## src/rtl/axi4_lite_pkg.sv

```systemverilog
// -----------------------------------------------------------------------------
// axi4_lite_pkg
// Shared AXI4-Lite types and constants used by the read master and the read
// slaves on the same bus.
//   resp_t           : AXI response codes (OKAY/EXOKAY/SLVERR/DECERR)
//   rd_state_t       : read-channel FSM states (IDLE/ADDR/DATA/RESP)
//   AXI_PROT_DEFAULT : protection bits driven on AR (unprivileged, secure, data)
// -----------------------------------------------------------------------------
package axi4_lite_pkg;

    typedef enum logic [1:0] {
        OKAY   = 2'b00,
        EXOKAY = 2'b01,
        SLVERR = 2'b10,
        DECERR = 2'b11
    } resp_t;

    typedef enum logic [1:0] {
        IDLE = 2'd0,
        ADDR = 2'd1,
        DATA = 2'd2,
        RESP = 2'd3
    } rd_state_t;

    localparam logic [2:0] AXI_PROT_DEFAULT = 3'b000;

endpackage

```

## src/rtl/axi4_lite_read_master.sv

```systemverilog
// -----------------------------------------------------------------------------
// axi4_lite_read_master
// Single-outstanding AXI4-Lite read initiator. A client word-read request is
// turned into one AR beat followed by one R beat, and the returned data and
// response code are handed back to the client.
//
// Ports
//   clk, rst_n                      : clock, asynchronous active-low reset
//   req_valid/req_ready/req_addr    : client request channel
//   rsp_valid/rsp_ready/rsp_data/
//   rsp_resp                        : client response channel
//   ar_valid/ar_ready/ar_addr/
//   ar_prot                         : AXI read address channel
//   r_valid/r_ready/r_data/r_resp   : AXI read data channel
//
// Build option
//   AXI_RD_ALIGN_CHECK_EN : when defined, a request whose address is not
//   word aligned is answered locally with SLVERR and zero data; no AR issued.
//
// Every output is a decode of registered state or a register itself, so no
// input reaches an output combinationally.
// -----------------------------------------------------------------------------
module axi4_lite_read_master
    import axi4_lite_pkg::*;
#(
    parameter int DATA_WIDTH = 32,
    parameter int ADDR_WIDTH = 10
) (
    input  logic                  clk,
    input  logic                  rst_n,
    // client request
    input  logic                  req_valid,
    output logic                  req_ready,
    input  logic [ADDR_WIDTH-1:0] req_addr,
    // client response
    output logic                  rsp_valid,
    input  logic                  rsp_ready,
    output logic [DATA_WIDTH-1:0] rsp_data,
    output logic [1:0]            rsp_resp,
    // AXI read address
    output logic                  ar_valid,
    input  logic                  ar_ready,
    output logic [ADDR_WIDTH-1:0] ar_addr,
    output logic [2:0]            ar_prot,
    // AXI read data
    input  logic                  r_valid,
    output logic                  r_ready,
    input  logic [DATA_WIDTH-1:0] r_data,
    input  logic [1:0]            r_resp
);

    rd_state_t             state_q, state_d;
    logic [ADDR_WIDTH-1:0] ar_addr_q, ar_addr_d;
    logic [DATA_WIDTH-1:0] rsp_data_q, rsp_data_d;
    logic [1:0]            rsp_resp_q, rsp_resp_d;

`ifdef AXI_RD_ALIGN_CHECK_EN
    // Byte-offset bits within one data word; a mask avoids a zero-width
    // slice when DATA_WIDTH is a single byte.
    localparam int                    OFF_W    = $clog2(DATA_WIDTH / 8);
    localparam logic [ADDR_WIDTH-1:0] OFF_MASK = ADDR_WIDTH'((1 << OFF_W) - 1);
    logic misaligned;
    assign misaligned = |(req_addr & OFF_MASK);
`endif

    always_comb begin
        state_d    = state_q;
        ar_addr_d  = ar_addr_q;
        rsp_data_d = rsp_data_q;
        rsp_resp_d = rsp_resp_q;
        case (state_q)
            IDLE: begin
                if (req_valid) begin
                    ar_addr_d = req_addr;
`ifdef AXI_RD_ALIGN_CHECK_EN
                    if (misaligned) begin
                        rsp_data_d = '0;
                        rsp_resp_d = SLVERR;
                        state_d    = RESP;
                    end else begin
                        state_d = ADDR;
                    end
`else
                    state_d = ADDR;
`endif
                end
            end
            ADDR: begin
                // ar_valid is a pure state decode, so it cannot drop early.
                if (ar_ready) state_d = DATA;
            end
            DATA: begin
                if (r_valid) begin
                    rsp_data_d = r_data;
                    rsp_resp_d = r_resp;
                    state_d    = RESP;
                end
            end
            RESP: begin
                if (rsp_ready) state_d = IDLE;
            end
            default: state_d = IDLE;
        endcase
    end

    always_ff @(posedge clk or negedge rst_n) begin
        if (!rst_n) begin
            state_q    <= IDLE;
            ar_addr_q  <= '0;
            rsp_data_q <= '0;
            rsp_resp_q <= OKAY;
        end else begin
            state_q    <= state_d;
            ar_addr_q  <= ar_addr_d;
            rsp_data_q <= rsp_data_d;
            rsp_resp_q <= rsp_resp_d;
        end
    end

    assign req_ready = (state_q == IDLE);
    assign ar_valid  = (state_q == ADDR);
    assign r_ready   = (state_q == DATA);
    assign rsp_valid = (state_q == RESP);
    assign ar_addr   = ar_addr_q;
    assign ar_prot   = AXI_PROT_DEFAULT;
    assign rsp_data  = rsp_data_q;
    assign rsp_resp  = rsp_resp_q;

endmodule

```

## config.mk

```make
export PLATFORM = sky130hd
export DESIGN_NAME = axi4_lite_read_master
export DESIGN_NICKNAME = d
export VERILOG_FILES = /design/src/rtl/axi4_lite_pkg.sv /design/src/rtl/axi4_lite_read_master.sv
export SDC_FILE = /design/constraint.sdc
export NUM_CORES = 1
export LEC_CHECK = 0
export BUFFER_PORTS_ARGS = -buffer_cell sky130_fd_sc_hd__buf_2
export CAP_MARGIN = 20
export CELL_PAD_IN_SITES_DETAIL_PLACEMENT = 0
export CELL_PAD_IN_SITES_GLOBAL_PLACEMENT = 1
export CORE_UTILIZATION = 34
export CTS_CLUSTER_SIZE = 12
export DETAILED_ROUTE_END_ITERATION = 12
export GPL_TIMING_DRIVEN = 0
export HOLD_SLACK_MARGIN = 0.15
export PLACE_DENSITY_LB_ADDON = 0.12
export SLEW_MARGIN = 30
export SYNTH_ARGS = -nofsm -noshare
export SYNTH_HDL_FRONTEND = slang
export SYNTH_SLANG_ARGS = --single-unit
export TNS_END_PERCENT = 30
```

## constraint.sdc

```tcl
create_clock -name clk -period 2.5 [get_ports clk]
set_clock_uncertainty 0.2 [all_clocks]
set_input_delay 0 -clock clk [delete_from_list [all_inputs] [get_ports clk]]
set_output_delay 0 -clock clk [all_outputs]
set_load 0.02 [all_outputs]
```

==> results.txt, run 1 <==
----------------------------------------------------
[Floorplanning]
  Floorplan Core Area ... 0.00517 mm^2
  Floorplan die area ... 0.00575 mm^2
  Placement Rows ... 26
  Chip Width ... 75.9 um
  Effective utilization at floorplan ... 35.8%
  Number of top-level design ports ... 101
  Vertical extent of the die ... 75.9 um

[Yosys]
  Yosys Warn Count ... 0
  Post-synthesis adder-cell area fraction ... 3.37%
  Most used DFF post-synth ... sky130_fd_sc_hd__dfrtp_1
  Area share of xor/xnor cells in the synthesized design ... 0%
  Post-synthesis mux area share ... 28.1%
  Count of state elements after synthesis ... 46
  Share of the synthesized area in the top cell type ... 62.1%
  Most frequent cell after synthesis ... sky130_fd_sc_hd__dfrtp_1
  Synthesized-area fraction occupied by and/or/nand/nor cells ... 2.16%
  Share of async-settable or async-resettable flops after synthesis ... 100%
  Number of synthesized flops with an enable pin ... 0
  Synthesized area ... 0.00185 mm^2
  Top cells by count, synth ... 46 x sky130_fd_sc_hd__dfrtp_1, 44 x sky130_fd_sc_hd__mux2_2, 5 x sky130_fd_sc_hd__ha_1
  Synthesized-area fraction occupied by ao, oa, aoi and oai cells ... 1.48%
  Dominant combinational cell family by area after synthesis ... multiplexers
  Syn Area/Cell ... 16.3 um^2
  Library cell with the largest summed area after synthesis ... sky130_fd_sc_hd__dfrtp_1
  Seq/Total Area, Yosys ... 62.1%
  Top cells by area in the synthesized netlist ... sky130_fd_sc_hd__dfrtp_1 62%, sky130_fd_sc_hd__mux2_2 27%, sky130_fd_sc_hd__ha_1 3.4%
  Number of instances in the synthesized netlist ... 114
  Count of unique library cells instantiated by Yosys ... 15

[STA]
  Count of endpoints failing setup in the final report ... 0
  Final hold violation count ... 0
  Unrepaired setup endpoints after global routing ... no
  Final total negative setup slack ... 0 ps
  Achievable frequency ... 0.429 GHz
  Max-slew violation count ... 0
  Crit path time final ... 2330 ps
  Worst max-slew margin expressed relative to the limit ... 61.3%
  Period Utilization, post-route ... 93.2%
  Transition time at the pin with the least slew margin ... 581 ps

[CTS]
  Clock transition at the registers of the reported paths ... 80 ps
  Num CTS Buffers ... 5
  CTS tree ... done
  Number of buffers added for setup after CTS ... 0
  CTS Root Buffer Type ... sky130_fd_sc_hd__clkbuf_8
  Clock Path Buffers ... 2
  Insertion delay of the later-clocked pin in the worst-skew pair ... 290 ps
  Clock sink count ... 46
  Maximum level of the CTS H-tree ... 2

[Global route]
  Number of antenna violations at the first check in global routing ... 0
  Vias in the first global route ... 1432
  Largest net degree at the start of global routing ... 47
  Global Route Usage Sum ... 15.6%
  Total congestion overflow ... 0
  Wire length of the first global-routing pass ... 6460 um

[Detailed routing]
  Initial DRT Pass Iterations ... 4
  Initial detailed-routing violation count ... 26
  Detail Route Antenna Nets ... 0
  Vias per inst ... 4.30
  Via count of the routed design ... 1482
  Post-DR wirelength/cell ... 12.8 um
  Number of design rule violations left after detail routing ... 0
  Total wire length ... 4420 um

[Critical path]
  Startpoint types ... flip-flop
  Required @ worst endpoint ... 2530 ps
  Worst Path Arrival ... 2360 ps
  Capturing element type of the critical path ... flip-flop
  Worst Setup Path Type ... reg2reg
  Maximum fanout encountered on the critical timing path ... 4

[Layout]
  Sequential standard cell area ... 0.00115 mm^2
  Area of the multi-input gates ... 662 um^2
  Final Net Count ... 330
  Fraction of final layout cells sized beyond drive strength 1 ... 56.7%
  Growth of design area from synthesis to finish ... 65.2%
  Antenna diodes ... 0
  Fill cell count ... 425
  Fraction of the core area covered by cells at the end of the flow ... 59.2%

[Pwr]
  Maximum vdd ir drop ... 672 uV
  Power density cells ... 1170 mW/mm^2
  Leakage power summed over all cells ... 0.00152 uW

[Place]
  DP Wirelength ... 2850 um
  Count of buffers inserted at the top-level ports ... 97
  Final Wtd Congestion ... 0.784

[Run]
  Number of maximum-capacitance violations ... 0

[Hold path]
  Worst min-delay path class ... in2reg

[Status]
  Outcome ... complete, no violations

----------------------------------------------------
-- kinds of logic (layout without fill, tap and decap cells) --
| group | count (synthesis) | in the layout |
|---|---|---|
| flops | 46 | 46 |
| other cells | 1 | 3 |
| compound gates | 1 | 1 |
| fa+ha+maj | 5 | 5 |
| simple gates | 6 | 6 |
| buf+inv | 9 | 168 |
| mux | 46 | 46 |
-- final timing paths --
kind                                     startpoint                  endpoint  slack [ps]  depth (start not counted)
setup / recovery             state_q[0]$_DFFE_PN0P_    state_q[0]$_DFFE_PN0P_         170                          6
hold / removal                          req_addr[0]    ar_addr[0]$_DFFE_PN0P_         270                          3
setup reg to reg             state_q[0]$_DFFE_PN0P_    state_q[0]$_DFFE_PN0P_         170                          6
hold reg to reg            rsp_data[27]$_DFFE_PN0P_  rsp_data[27]$_DFFE_PN0P_         300                          1
max in group asynchronous                     rst_n    ar_addr[9]$_DFFE_PN0P_        1120                          3
min in group asynchronous                     rst_n    ar_addr[2]$_DFFE_PN0P_         580                          3
-- metrics by stage --
stage | worst slack, ps | instances | hold WS, ps | total power (uW) | cell area, um^2
floorplan | 583 | 116 | -496 | 2480 | 1860
global placement | 615 | 283 | 18.2 | 3000 | 2430
detailed placement | 589 | 283 | -159 | 3060 | 2440
CTS | 46.9 | 342 | 184 | 3610 | 3030
global route | 31.5 | 345 | 272 | 3840 | 3060
finish | 171 | 345 | 273 | 3590 | 3060
-- timing repair --
item / 4_1_cts / 5_1_grt
setup endpoints to repair: 0 / 1
hold endpoints to repair: 92 / 2
resized for setup: 0 / 0
hold buffers: 52 / 4
-- layout by cell type, fill, tap and decap left out, drive strengths merged --
cell / instances
a2111oi: 1
buf: 103
clkbuf: 7
conb: 3
dfrtp: 46
dlygate4sd3: 55
ha: 5
inv: 3
mux2: 45
mux2i: 1
nand2: 2
nor2: 1
nor2b: 3
-- sequential cells by signal (all words and copies together), names as in the netlist --
signal and count:
ar_addr 10, rsp_resp 2, rsp_data 32, state_q 2
-- power by group --
part	internal (uW)	switching, uW
Sequential	1130	192
Combinational	877	976
Clock	193	222
-- routing by layer --
| layer | wire length, um | global-route usage [%] | vias to the layer above |
|---|---|---|---|
| met5 | 0 | 0 | - |
| met4 | 131 | 8.23 | 0 |
| met3 | 351 | 6.22 | 12 |
| met2 | 2200 | 26.4 | 72 |
| met1 | 1740 | 16.9 | 698 |
| li1 | - | - | 700 |
-- cell type report --
| cell class | instances | area share (%) |
|---|---|---|
| plain buffers | 6 | 1.22 |
| clock buffers | 7 | 2.49 |
| inverters | 3 | 0.367 |
| multi-input cells | 61 | 21.6 |
| flip-flops and latches | 46 | 37.6 |
| well taps | 70 | 2.86 |
| repair buffers | 152 | 33.9 |
-- worst max-delay path, stage by stage, from the launching register on --
cell and delay, ps:
sky130_fd_sc_hd__dfrtp_1 380, sky130_fd_sc_hd__inv_1 100, sky130_fd_sc_hd__ha_1 250, sky130_fd_sc_hd__nor2b_4 150
sky130_fd_sc_hd__a2111oi_4 390, sky130_fd_sc_hd__mux2i_1 240, sky130_fd_sc_hd__dlygate4sd3_1 560
Note: power is estimated with default switching activity, not from simulation.
==> run 2: changes to the inputs <==
--- a/config.mk
+++ b/config.mk
@@ -10,6 +10,7 @@
 export CELL_PAD_IN_SITES_DETAIL_PLACEMENT = 0
 export CELL_PAD_IN_SITES_GLOBAL_PLACEMENT = 1
 export CORE_UTILIZATION = 34
+export CTS_BUF_LIST = sky130_fd_sc_hd__clkbuf_16
 export CTS_CLUSTER_SIZE = 12
 export DETAILED_ROUTE_END_ITERATION = 12
 export GPL_TIMING_DRIVEN = 0
==> constraint.sdc (replaced) <==
create_clock -name clk -period 2.19 [get_ports clk]
set_clock_uncertainty 0.2 [all_clocks]
set_input_delay 0 -clock clk [delete_from_list [all_inputs] [get_ports clk]]
set_output_delay 0 -clock clk [all_outputs]
set_load 0.02 [all_outputs]
==> run 2 against run 1 <==
Effect of this change:
- combinational power up 13%
- critical path type unchanged
- critical path depth down 1
- first-iteration DRC count down 62%
- utilization up 0.99 points
- total power up 19%
- clock-buffer cell count down 2
- critical endpoint is now rsp_data[30]$_DFFE_PN0P_
- worst setup slack worse by 65 ps
- register-to-register slack worse by 60 ps
- cell area up 1.7%
- global-route usage down 0.084 points
==> results.txt, run 2 (synthesized netlist as in run 1, its figures left out) <==
----------------------------------------------------
[CTS]
  Insertion delay of the later-clocked pin in the worst-skew pair ... 280 ps
  Clock sink count ... 46
  Maximum level of the CTS H-tree ... 2
  CTS tree ... done
  CTS Root Buffer Type ... sky130_fd_sc_hd__clkbuf_16
  Clock Path Buffers ... 2
  Num CTS Buffers ... 5
  Clock transition at the registers of the reported paths ... 60 ps

[STA]
  Achievable frequency ... 0.480 GHz
  Worst max-slew margin expressed relative to the limit ... 62.0%
  Unrepaired setup endpoints after global routing ... no
  Crit path time final ... 2080 ps
  Max-slew violation count ... 0
  Transition time at the pin with the least slew margin ... 570 ps
  Period Utilization, post-route ... 95.1%
  Final total negative setup slack ... 0 ps
  Final hold violation count ... 0
  Post-Route Hold Slack ... 287 ps
  Count of endpoints failing setup in the final report ... 0

[Run]
  Number of maximum-capacitance violations ... 0

[Floorplanning]
  Placement Rows ... 26
  Effective utilization at floorplan ... 35.8%
  Number of top-level design ports ... 101
  Floorplan Core Area ... 0.00517 mm^2
  Vertical extent of the die ... 75.9 um
  Floorplan die area ... 0.00575 mm^2
  Chip Width ... 75.9 um

[Detailed routing]
  Initial detailed-routing violation count ... 10
  Total wire length ... 4320 um
  Via count of the routed design ... 1484
  Number of design rule violations left after detail routing ... 0
  Routed met2 length ... 2150 um
  Highest metal layer used by the detailed router ... met4
  Metal3 WL ... 339 um
  Detail Route Antenna Nets ... 0
  Vias per inst ... 4.31
  Met1 Wirelength ... 1690 um
  Post-DR wirelength/cell ... 12.6 um
  Initial DRT Pass Iterations ... 3

[Global route]
  Number of antenna violations at the first check in global routing ... 0
  Wire length of the first global-routing pass ... 6470 um
  Global Route Usage Sum ... 15.6%
  Total congestion overflow ... 0
  Largest net degree at the start of global routing ... 47
  Vias in the first global route ... 1435

[Pwr]
  Maximum vdd ir drop ... 664 uV
  Power density cells ... 1370 mW/mm^2
  Leakage power summed over all cells ... 0.00155 uW

[Layout]
  Antenna diodes ... 0
  Fill cell count ... 420
  Number of flip-flops in the largest register ... 32
  Final Net Count ... 329
  Most frequent cells in the layout ... 99 x sky130_fd_sc_hd__buf_2, 54 x sky130_fd_sc_hd__dlygate4sd3_1, 46 x sky130_fd_sc_hd__dfrtp_1, 44 x sky130_fd_sc_hd__mux2_2
  Growth of design area from synthesis to finish ... 68.0%
  Most common cell after layout, fill and taps aside ... sky130_fd_sc_hd__buf_2
  Final std cells w/o fill ... 344
  Fraction of final layout cells sized beyond drive strength 1 ... 56.9%

[Status]
  Outcome ... complete, no violations

[Place]
  DP Wirelength ... 2850 um
  Final Wtd Congestion ... 0.784
  Count of buffers inserted at the top-level ports ... 97
  Cell count after placement ... 283

[Critical path]
  Worst Setup Path Type ... reg2reg
  Worst-case register-to-register setup slack ... 110 ps
  Maximum fanout encountered on the critical timing path ... 7
  Worst Path Arrival ... 2040 ps
  Required @ worst endpoint ... 2150 ps
  Capturing element type of the critical path ... flip-flop
  Startpoint types ... flip-flop
  R2R cell count ... 5

[Hold path]
  Hold Path Stages ... 3
  Worst min-delay path class ... in2reg

----------------------------------------------------
-- run 2: changes by cell type in the layout (fill, tap and decap cells not counted), sizes merged --
cell | before | now
clkbuf | 7 | 5
dlygate4sd3 | 55 | 54
inv | 3 | 5
-- run 2: final timing paths --
| kind | startpoint | end |
|---|---|---|
| worst max-delay path | state_q[0]$_DFFE_PN0P_ | rsp_data[30]$_DFFE_PN0P_ |
| worst min-delay path | req_addr[0] | ar_addr[0]$_DFFE_PN0P_ |
| worst max register to register | state_q[0]$_DFFE_PN0P_ | rsp_data[30]$_DFFE_PN0P_ |
| worst min register to register | ar_addr[6]$_DFFE_PN0P_ | ar_addr[6]$_DFFE_PN0P_ |
| max in group asynchronous | rst_n | ar_addr[3]$_DFFE_PN0P_ |
| min in group asynchronous | rst_n | state_q[0]$_DFFE_PN0P_ |
-- run 2: layer usage --
| layer | track usage (%) | vias up |
|---|---|---|
| met4 | 8.44 | 0 |
| li1 | - | 700 |
| met5 | 0 | - |
| met3 | 5.82 | 14 |
| met2 | 25.8 | 71 |
| met1 | 17.4 | 699 |
-- run 2: final cells by class --
type	instances	area (um^2)	share of cell area, %
multi-input cells	61	667	21.4
clock buffers	5	125	4.02
repair buffers	151	1030	33.0
well taps	70	87.6	2.81
flip-flops and latches	46	1150	36.9
clock inverters	2	7.51	0.241
inverters	3	11.3	0.361
plain buffers	6	37.5	1.20
-- run 2: report_power, final --
group / switching, uW / internal, uW
clock: 276 / 407
combinational: 1110 / 981
sequential: 216 / 1290
total: 1600 / 2680
-- run 2: per-stage QoR --
stage | setup slack [ps] | cell area (um^2) | power [uW] | util [%]
2_1_floorplan | 273 | 1860 | 2830 | -
3_3_place_gp | 305 | 2430 | 3430 | 47.1
3_5_place_dp | 279 | 2440 | 3490 | 47.1
4_1_cts | 65.1 | 3110 | 4320 | 60.1
5_1_grt | 6.38 | 3120 | 4580 | 60.2
6_report | 106 | 3120 | 4280 | 60.2
-- run 2: worst max-delay path, cell delays in order (launching register included) --
cell,delay [ps]
sky130_fd_sc_hd__dfrtp_1,380
sky130_fd_sc_hd__inv_1,100
sky130_fd_sc_hd__ha_1,270
sky130_fd_sc_hd__nand2_4,120
sky130_fd_sc_hd__mux2_2,340
sky130_fd_sc_hd__dlygate4sd3_1,560
-- run 2: what timing repair did --
item                                    CTS  global route
endpoints found under the hold margin    92             0
hold buffers                             54             0
endpoints found under the setup margin    0             4
setup buffers                             0             0
gates resized for setup                   0             1
